===== config.mk =====
export PLATFORM = sky130hd
export DESIGN_NAME = fir_axil_regs
export DESIGN_NICKNAME = d
export VERILOG_FILES = /design/src/rtl/fir_regs_pkg.sv /design/src/rtl/fir_axil_regs.sv
export SDC_FILE = /design/constraint.sdc
export NUM_CORES = 1
export LEC_CHECK = 0
export ABC_AREA = 1
export BUFFER_PORTS_ARGS = -buffer_cell sky130_fd_sc_hd__buf_2
export CORE_MARGIN = 3
export CORE_UTILIZATION = 45
export CTS_CLUSTER_DIAMETER = 50
export DETAILED_ROUTE_END_ITERATION = 10
export PLACE_DENSITY = 0.71
export SYNTH_ARGS = -nofsm -noshare
export SYNTH_HDL_FRONTEND = slang
export SYNTH_SLANG_ARGS = --single-unit

===== constraint.sdc =====
create_clock -name clk -period 6 [get_ports clk]
set_clock_uncertainty 0.2 [all_clocks]
set_input_delay 0.9 -clock clk [delete_from_list [all_inputs] [get_ports clk]]
set_output_delay 0.9 -clock clk [all_outputs]
set_load 0.02 [all_outputs]

===== src/rtl/fir_regs_pkg.sv =====
// Shared register map, command bits and CONFIG layout for the FIR correlator
// register file.
package fir_regs_pkg;

    localparam logic [6:0] REG_CONFIG  = 7'd0;
    localparam logic [6:0] REG_COMMAND = 7'd1;
    localparam logic [6:0] REG_STATUS  = 7'd2;
    localparam logic [6:0] REG_WEIGHT  = 7'd3;

    localparam int CMD_START = 0;
    localparam int CMD_STOP  = 1;
    localparam int CMD_FLUSH = 3;

    localparam logic [1:0] RESP_OKAY   = 2'b00;
    localparam logic [1:0] RESP_SLVERR = 2'b10;

    typedef struct packed {
        logic       mode;
        logic [3:0] taps;
        logic [3:0] shift;
        logic [7:0] ac_delay;
        logic [6:0] rsvd;
        logic [7:0] last_tap;
    } fir_cfg_t;

endpackage


===== src/rtl/fir_axil_regs.sv =====
// AXI4-Lite register file for the FIR correlator: held CONFIG word, command
// pulses, streamed coefficient writes and a STATUS readback.
module fir_axil_regs
    import fir_regs_pkg::*;
#(
    parameter int C_S_AXI_DATA_WIDTH = 32,
    parameter int C_S_AXI_ADDR_WIDTH = 9
) (
    input  logic                            clk,
    input  logic                            rst,
    input  logic [C_S_AXI_ADDR_WIDTH-1:0]   S_AXI_AWADDR,
    input  logic                            S_AXI_AWVALID,
    output logic                            S_AXI_AWREADY,
    input  logic [C_S_AXI_DATA_WIDTH-1:0]   S_AXI_WDATA,
    input  logic                            S_AXI_WVALID,
    output logic                            S_AXI_WREADY,
    output logic [1:0]                      S_AXI_BRESP,
    output logic                            S_AXI_BVALID,
    input  logic                            S_AXI_BREADY,
    input  logic [C_S_AXI_ADDR_WIDTH-1:0]   S_AXI_ARADDR,
    input  logic                            S_AXI_ARVALID,
    output logic                            S_AXI_ARREADY,
    output logic [C_S_AXI_DATA_WIDTH-1:0]   S_AXI_RDATA,
    output logic [1:0]                      S_AXI_RRESP,
    output logic                            S_AXI_RVALID,
    input  logic                            S_AXI_RREADY,
    output logic                            cfg_mode,
    output logic [3:0]                      cfg_taps,
    output logic [3:0]                      cfg_shift,
    output logic [7:0]                      cfg_ac_delay,
    output logic [7:0]                      cfg_last_tap,
    output logic                            cmd_start,
    output logic                            cmd_stop,
    output logic                            cmd_flush,
    output logic                            run,
    output logic                            coef_we,
    output logic [7:0]                      coef_addr,
    output logic [31:0]                     coef_data
);

    fir_cfg_t    cfg_q, cfg_d;
    logic        awready_q, awready_d;
    logic [6:0]  awidx_q, awidx_d;
    logic        bvalid_q, bvalid_d;
    logic [1:0]  bresp_q, bresp_d;
    logic        arready_q, arready_d;
    logic        rvalid_q, rvalid_d;
    logic [31:0] rdata_q, rdata_d;
    logic [1:0]  rresp_q, rresp_d;
    logic        run_q, run_d;
    logic [7:0]  ptr_q, ptr_d;
    logic [8:0]  count_q, count_d;
    logic        full_q, full_d;
    logic        coef_we_q, coef_we_d;
    logic [7:0]  coef_addr_q, coef_addr_d;
    logic [31:0] coef_data_q, coef_data_d;
    logic        start_q, start_d, stop_q, stop_d, flush_q, flush_d;

    logic [6:0]  aw_idx, ar_idx;
    logic        unused_addr_bits;

    assign aw_idx = S_AXI_AWADDR[C_S_AXI_ADDR_WIDTH-1:2];
    assign ar_idx = S_AXI_ARADDR[C_S_AXI_ADDR_WIDTH-1:2];
    assign unused_addr_bits = ^{S_AXI_AWADDR[1:0], S_AXI_ARADDR[1:0]};

    always_comb begin
        awready_d   = 1'b0;
        awidx_d     = awidx_q;
        bvalid_d    = bvalid_q;
        bresp_d     = bresp_q;
        cfg_d       = cfg_q;
        run_d       = run_q;
        ptr_d       = ptr_q;
        count_d     = count_q;
        full_d      = full_q;
        coef_we_d   = 1'b0;
        coef_addr_d = coef_addr_q;
        coef_data_d = coef_data_q;
        start_d     = 1'b0;
        stop_d      = 1'b0;
        flush_d     = 1'b0;

        if (bvalid_q && S_AXI_BREADY)
            bvalid_d = 1'b0;

        // Readies go out one cycle after both valids; WDATA is taken a cycle later.
        if (!awready_q && !bvalid_q && S_AXI_AWVALID && S_AXI_WVALID) begin
            awready_d = 1'b1;
            awidx_d   = aw_idx;
        end

        if (awready_q) begin
            bvalid_d = 1'b1;
            bresp_d  = RESP_OKAY;
            case (awidx_q)
                REG_CONFIG: begin
                    if (run_q) begin
                        bresp_d = RESP_SLVERR;
                    end else begin
                        cfg_d      = fir_cfg_t'(S_AXI_WDATA);
                        cfg_d.rsvd = '0;
                        ptr_d      = '0;
                        count_d    = '0;
                        full_d     = 1'b0;
                    end
                end
                REG_COMMAND: begin
                    if (S_AXI_WDATA[CMD_START] && S_AXI_WDATA[CMD_STOP]) begin
                        run_d   = 1'b0;
                        ptr_d   = '0;
                        count_d = '0;
                        full_d  = 1'b0;
                    end else if (S_AXI_WDATA[CMD_START]) begin
                        run_d   = 1'b1;
                        start_d = 1'b1;
                    end else if (S_AXI_WDATA[CMD_STOP]) begin
                        run_d  = 1'b0;
                        stop_d = 1'b1;
                    end
                    flush_d = S_AXI_WDATA[CMD_FLUSH];
                end
                REG_WEIGHT: begin
                    if (full_q || run_q) begin
                        bresp_d = RESP_SLVERR;
                    end else begin
                        coef_we_d   = 1'b1;
                        coef_addr_d = ptr_q;
                        coef_data_d = S_AXI_WDATA;
                        ptr_d       = ptr_q + 8'd1;
                        count_d     = count_q + 9'd1;
                        if (ptr_q == cfg_q.last_tap)
                            full_d = 1'b1;
                    end
                end
                default: bresp_d = RESP_SLVERR;
            endcase
        end
    end

    always_comb begin
        arready_d = 1'b0;
        rvalid_d  = rvalid_q;
        rdata_d   = rdata_q;
        rresp_d   = rresp_q;

        if (arready_q)
            rvalid_d = 1'b1;
        else if (rvalid_q && S_AXI_RREADY)
            rvalid_d = 1'b0;

        // Read data is captured on the ARREADY edge and held until RREADY.
        if (S_AXI_ARVALID && !rvalid_q && !arready_q) begin
            arready_d = 1'b1;
            rresp_d   = RESP_OKAY;
            case (ar_idx)
                REG_CONFIG:             rdata_d = cfg_q;
                REG_COMMAND,
                REG_WEIGHT:             rdata_d = '0;
                REG_STATUS:             rdata_d = {run_q, full_q, 21'd0, count_q};
                default: begin
                    rdata_d = '0;
                    rresp_d = RESP_SLVERR;
                end
            endcase
        end
    end

    always_ff @(posedge clk or posedge rst) begin
        if (rst) begin
            cfg_q       <= '0;
            awready_q   <= 1'b0;
            awidx_q     <= '0;
            bvalid_q    <= 1'b0;
            bresp_q     <= '0;
            arready_q   <= 1'b0;
            rvalid_q    <= 1'b0;
            rdata_q     <= '0;
            rresp_q     <= '0;
            run_q       <= 1'b0;
            ptr_q       <= '0;
            count_q     <= '0;
            full_q      <= 1'b0;
            coef_we_q   <= 1'b0;
            coef_addr_q <= '0;
            coef_data_q <= '0;
            start_q     <= 1'b0;
            stop_q      <= 1'b0;
            flush_q     <= 1'b0;
        end else begin
            cfg_q       <= cfg_d;
            awready_q   <= awready_d;
            awidx_q     <= awidx_d;
            bvalid_q    <= bvalid_d;
            bresp_q     <= bresp_d;
            arready_q   <= arready_d;
            rvalid_q    <= rvalid_d;
            rdata_q     <= rdata_d;
            rresp_q     <= rresp_d;
            run_q       <= run_d;
            ptr_q       <= ptr_d;
            count_q     <= count_d;
            full_q      <= full_d;
            coef_we_q   <= coef_we_d;
            coef_addr_q <= coef_addr_d;
            coef_data_q <= coef_data_d;
            start_q     <= start_d;
            stop_q      <= stop_d;
            flush_q     <= flush_d;
        end
    end

    assign S_AXI_AWREADY = awready_q;
    assign S_AXI_WREADY  = awready_q;
    assign S_AXI_BVALID  = bvalid_q;
    assign S_AXI_BRESP   = bresp_q;
    assign S_AXI_ARREADY = arready_q;
    assign S_AXI_RVALID  = rvalid_q;
    assign S_AXI_RDATA   = rdata_q;
    assign S_AXI_RRESP   = rresp_q;
    assign cfg_mode      = cfg_q.mode;
    assign cfg_taps      = cfg_q.taps;
    assign cfg_shift     = cfg_q.shift;
    assign cfg_ac_delay  = cfg_q.ac_delay;
    assign cfg_last_tap  = cfg_q.last_tap;
    assign cmd_start     = start_q;
    assign cmd_stop      = stop_q;
    assign cmd_flush     = flush_q;
    assign run           = run_q;
    assign coef_we       = coef_we_q;
    assign coef_addr     = coef_addr_q;
    assign coef_data     = coef_data_q;

endmodule


== Word level (Yosys, flattened, before mapping) ==
Cells that the tools add are included.

* Bitwise gates (word level): 2
* $add $sub $neg: 2
* Reduce and logical (&&, ||, !) cells: 25
* Muxes and demuxes: 41
* Equality and inequality tests: 10

{| class="wikitable"
|+ Operator list
! operator !! number
|-
| 32-bit one-hot mux with 2 select lines || 1
|-
| 1-bit 2-to-1 mux || 27
|-
| 9-bit 2-to-1 mux || 3
|-
| 9-bit one-hot mux with 3 select lines || 1
|-
| 8-bit 2-to-1 mux || 3
|-
| 8-bit one-hot mux with 3 select lines || 1
|-
| 7-bit by 2-bit equality test with 1-bit output (second input constant) || 3
|-
| 7-bit by 1-bit equality test with 1-bit output (second input constant) || 2
|-
| 7-bit zero test || 2
|-
| 9-bit by 1-bit adder with 9-bit output (second input constant) || 1
|-
| 3-bit AND reduction || 3
|-
| 8-bit by 1-bit adder with 8-bit output (second input constant) || 1
|-
| 8-bit equality test || 1
|-
| 1-bit logical AND || 8
|-
| 2-bit inequality test (second input constant) || 4
|-
| 2-bit 2-to-1 mux || 3
|-
| 2-bit one-hot mux with 3 select lines || 1
|-
| 6-bit AND reduction || 1
|-
| 3-bit nonzero test || 2
|-
| 5-bit AND reduction || 1
|-
| 1-bit zero test || 4
|-
| 2-bit nonzero test || 2
|-
| 4-bit OR reduction || 1
|-
| 1-bit one-hot mux with 3 select lines || 1
|-
| other kinds (2) || 3
|}

* Word-level logic and storage cells: 103
* Register bits: 135
* Input bits: 57
* Output and inout port bits: 111

== Depth between registers and ports, before layout ==
* Depth in word-level cells: 5
* Depth in mapped cells: 10
* Depth with buffers taken out: 10

== Least setup slack after synthesis ==
Ideal clock, no wire load.

* Path kind: input port to flip-flop
* Start: input port S_AXI_ARADDR[8]
* End: register rdata_q[30] (netlist: S_AXI_RDATA[30])
* Setup time: 82 ps
* Arrival time: 1744 ps
* Required time: 5718 ps
* Cell stages on the path: 6
* Path buffers: 1
* Slack: 3974 ps
* Cells stage by stage: nor3_1 nand2_1 nor2_1 buf_2 nand3_1 a31oi_1

* Cells in the longest elaborated chain, start to end: 2
* Elaborated cells on any way between the ends: 3
* Those cells by class: 1 x eq/ne; 1 x mux; 1 x reduce/logical

{| class="wikitable"
|+ RTL lines
! element !! RTL line !! RTL
|-
| from (decl) || fir_axil_regs.sv:20 || <nowiki>input logic [C_S_AXI_ADDR_WIDTH-1:0] S_AXI_ARADDR,</nowiki>
|-
| 7-bit by 2-bit equality test with 1-bit output / 7-bit zero test (equally long branches) || fir_axil_regs.sv:155 || <nowiki>case (ar_idx)</nowiki>
|-
| 32-bit one-hot mux with 2 select lines (*) || fir_axil_regs.sv:155 ||
|-
| to (signal assigned) || fir_axil_regs.sv:197 || <nowiki>rdata_q <= rdata_d;</nowiki>
|-
| to (decl) || fir_axil_regs.sv:48 || <nowiki>logic [31:0] rdata_q, rdata_d;</nowiki>
|}

Mark *: on every way between the ends. The rest lies on a longest branch, timed or not.
A chain may end at the register's enable or synchronous reset.

== Worst setup path after layout ==
* Start: input port S_AXI_ARVALID
* End: register rdata_q[16] (netlist: S_AXI_RDATA[16])

* Cells in the longest elaborated chain, start to end: 2

{| class="wikitable"
|+ RTL lines
! element !! RTL line !! RTL
|-
| from (decl) || fir_axil_regs.sv:21 || <nowiki>input logic S_AXI_ARVALID,</nowiki>
|-
| 1-bit logical AND (2 in a row) || fir_axil_regs.sv:152 || <nowiki>if (S_AXI_ARVALID && !rvalid_q && !arready_q) begin</nowiki>
|}

Every way passes these cells.

==> results.sh <==
export IMPL_r2r_end="ptr_q[3]"
export IMPL_p_seq_share_pct=40.9
export IMPL_ant_nets=0
export IMPL_p_switching_uw=934
export IMPL_setup_violations=0
export IMPL_rows=40
export IMPL_crit_path_start_kind="input port"
export IMPL_worst_pin_slew_ns=1.05
export IMPL_synth_ff_latch_count=127
export IMPL_avgSynthCellArea_sq_um=8.52
export IMPL_drt_iter0_drc=387
export IMPL_cts_setup_buffers=0
export IMPL_grt_overflow_total=0
export IMPL_min_period_ns=2.60
export IMPL_clock_latency_ns=0.42
export IMPL_dr_pass1_iters=5
export IMPL_die_area_sq_um=14100
export IMPL_cp_arrival_ns=2.72
export IMPL_worstHoldPathType="flop to flop"
export IMPL_cts_tree="done"
export IMPL_dr_total_vias=4955
export IMPL_clock_path_buffers=2
export IMPL_dp_hpwl_mm=10.2
export IMPL_crit_slowest_cell="inv_1"
export IMPL_crit_fanout=39
export IMPL_htree_num_levels=4
export IMPL_switching_share_pct=32.8
export IMPL_syn_inst=671
export IMPL_final_cell_mix="nand2_1, buf_2, dfrtp_1"
export IMPL_path_buf_inv=2
export IMPL_dpl_cell_count=965
export IMPL_max_freq_mhz=385
export IMPL_grt_usage_pct=21.2
export IMPL_final_common_cell="nand2_1"
export IMPL_start_util_pct=46.8
export IMPL_cts_resized=0
export IMPL_leakage_nw=3.72
export IMPL_r2r_slack_ns=3.47
export IMPL_cts_root_buffer="clkbuf_16"
export IMPL_seq_area_sq_um=3180
export IMPL_crit_family="buffers and inverters"
export IMPL_synth_edf_count=0
export IMPL_grt_max_degree=69
export IMPL_fin_crit_sh_pct=43.3
export IMPL_diodes=0
export IMPL_drt_total_wl_mm=14.3
export IMPL_core_area_sq_um=12200
export IMPL_die_x_microns=119
export IMPL_max_stage_delay_ns=0.97
export IMPL_critical_path_class="input port to flop"
export IMPL_internal_power_mw=1.92
export IMPL_ff2ff_path_depth=9
export IMPL_ys_flop_type="dfrtp_1"
export IMPL_synth_cell_types=31
export IMPL_cts_clk_slew_worst_paths_ns=0.05
export IMPL_max_slew_margin_rel_pct=30.2
export IMPL_end_kind="flop"
export IMPL_cts_buffers=17
export IMPL_antenna_found_initial=0
export IMPL_drt_wirelength_per_cell_microns=14.3
export IMPL_crit_required_ns=6.13
export IMPL_cts_hold_buf=0
export IMPL_clock_sinks=127
export IMPL_via_per_inst=4.97
export IMPL_max_cap_viol_count=0
export IMPL_rsz0062_at_grt="no"
export IMPL_cellPowerDensity_nw_per_um2=399
export IMPL_fin_nets=875
export IMPL_ios=168
export IMPL_cp_depth=5
export IMPL_finalPower_mw=2.85
export IMPL_gp_congestion=0.861
export IMPL_fin_tns_setup_ns=0
export IMPL_irDropWorstVdd_uv=197
export IMPL_drive_gt1_share_pct=26.8
export IMPL_post_route_util_pct=58.4
export IMPL_synth_area_sq_um=5720
export IMPL_port_buffers=155
export IMPL_critical_path_endpoint="S_AXI_RDATA[16]"
export IMPL_grt_pass1_wl_mm=23.7
export IMPL_timing_rr_start="awidx_q[3]"
export IMPL_multi_input_comb_area_sq_um=2060
export IMPL_area_growth_syn_to_layout_pct=24.8
export IMPL_pwr_share_clk_pct=37.6
export IMPL_drc=0
export IMPL_outcome="complete, no violations"
export IMPL_grt_pass1_vias=4787
export IMPL_yosys_warnings=0
export IMPL_fill_cells=1128
export IMPL_seq_area_frac_synth_pct=55.6
export IMPL_cp_startpoint="S_AXI_ARVALID"
export IMPL_share_comb_of_total_power_pct=21.5
export IMPL_final_cells=997
export IMPL_hold_viol=0
export IMPL_worstPathCellList="buf_2 > nand3_1 > inv_1 > nand2_1 > o21ai_0"
export IMPL_slew_violations=0
export IMPL_die_h_microns=119
export IMPL_async_reset_ff_share_pct=100
==> registers in the layout, indices dropped and copies added, names as in the netlist, 4 cells and up <==
signal / cells
coef_data: 32
S_AXI_RDATA: 26
count_q: 9
cfg_ac_delay: 8
cfg_last_tap: 8
coef_addr: 8
ptr_q: 8
awidx_q: 7
cfg_shift: 4
cfg_taps: 4
==> Yosys cell counts (2+ instances only) <==
master,number,area [sq um]
o21bai_1,2,15.0
nor3b_1,4,30.0
dfrtp_1,127,3180
o21ai_2,20,175
inv_1,67,251
buf_6,7,78.8
buf_4,10,75.1
inv_2,3,11.3
nand3_1,27,135
clkbuf_1,13,48.8
nand2_1,230,863
o21ai_1,34,170
nand4_1,20,125
o211ai_1,2,15.0
a31oi_1,11,68.8
nand2_2,2,12.5
buf_2,8,40.0
nor2_1,38,143
nor2_2,2,12.5
xnor2_1,2,17.5
o21ai_0,30,150
ha_1,2,25.0
nor3_1,2,10.0
==> power groups by stage <==
stage,clock network [mW],registers [mW],logic (mW)
global route,1.13,1.18,0.677
global placement,0,1.17,0.603
CTS,1.09,1.16,0.619
finish,1.07,1.16,0.612
floorplan,0,1.28,0.248
detailed placement,0,1.17,0.617
==> cell type report <==
class | count | share of cell area [%]
timing repair buffer | 158 | 11.2
tap | 168 | 2.95
clock inverter | 12 | 2.30
clock buffer | 20 | 6.40
sequential | 127 | 44.5
inverter | 71 | 3.80
multi-input combinational | 441 | 28.8
==> kinds of logic (layout without fill, tap and decap cells) <==
group	count (synthesis)	in the layout	synth area share (%)
flip-flops	127	127	55.6
other	1	8	0.0656
AND/OR/NAND/NOR	328	328	23.9
AO/OA/AOI/OAI	100	100	10.5
buffers and inverters	110	261	9.02
adder cells (fa/ha/maj)	2	2	0.438
XOR/XNOR	3	3	0.460
==> per-stage QoR <==
step / worst slack [ns] / hold WS [ns] / area (sq um)
floorplan: 1.52 / 0.283 / 5740
global placement: 3.04 / 0.260 / 6520
detailed placement: 2.95 / 0.260 / 6520
CTS: 3.39 / 0.276 / 7140
global route: 3.04 / 0.303 / 7140
finish: 3.40 / 0.272 / 7140
==> worst min-delay path by stage <==
stage,from,end,cells after the start
after CTS,coef_data[12],coef_data[12],2
after floorplan,ptr_q[7],ptr_q[7],2
final,coef_data[10],coef_data[10],2
after global placement,coef_data[14],coef_data[14],2
after detailed placement,coef_data[12],coef_data[12],2
after global routing,coef_data[19],coef_data[19],2
==> layer usage <==
metal | share of wire (%) | global-route usage [%]
met1 | 44 | 28.0
met2 | 45 | 32.8
met3 | 7.5 | 5.93
met4 | 2.9 | 9.20
met5 | 0 | 0
==> worst reg2reg max path, cell delays in order, from the launching register on <==
cell and delay [ns]:
dfrtp_1 0.32, inv_1 0.04, nand2_1 0.13, nor2_2 0.06
nand2_2 0.25, inv_4 0.13, a21oi_2 0.56, nand3_2 0.47
nand2_1 0.18, nand2_1 0.07
(Power assumes the default switching activity.)
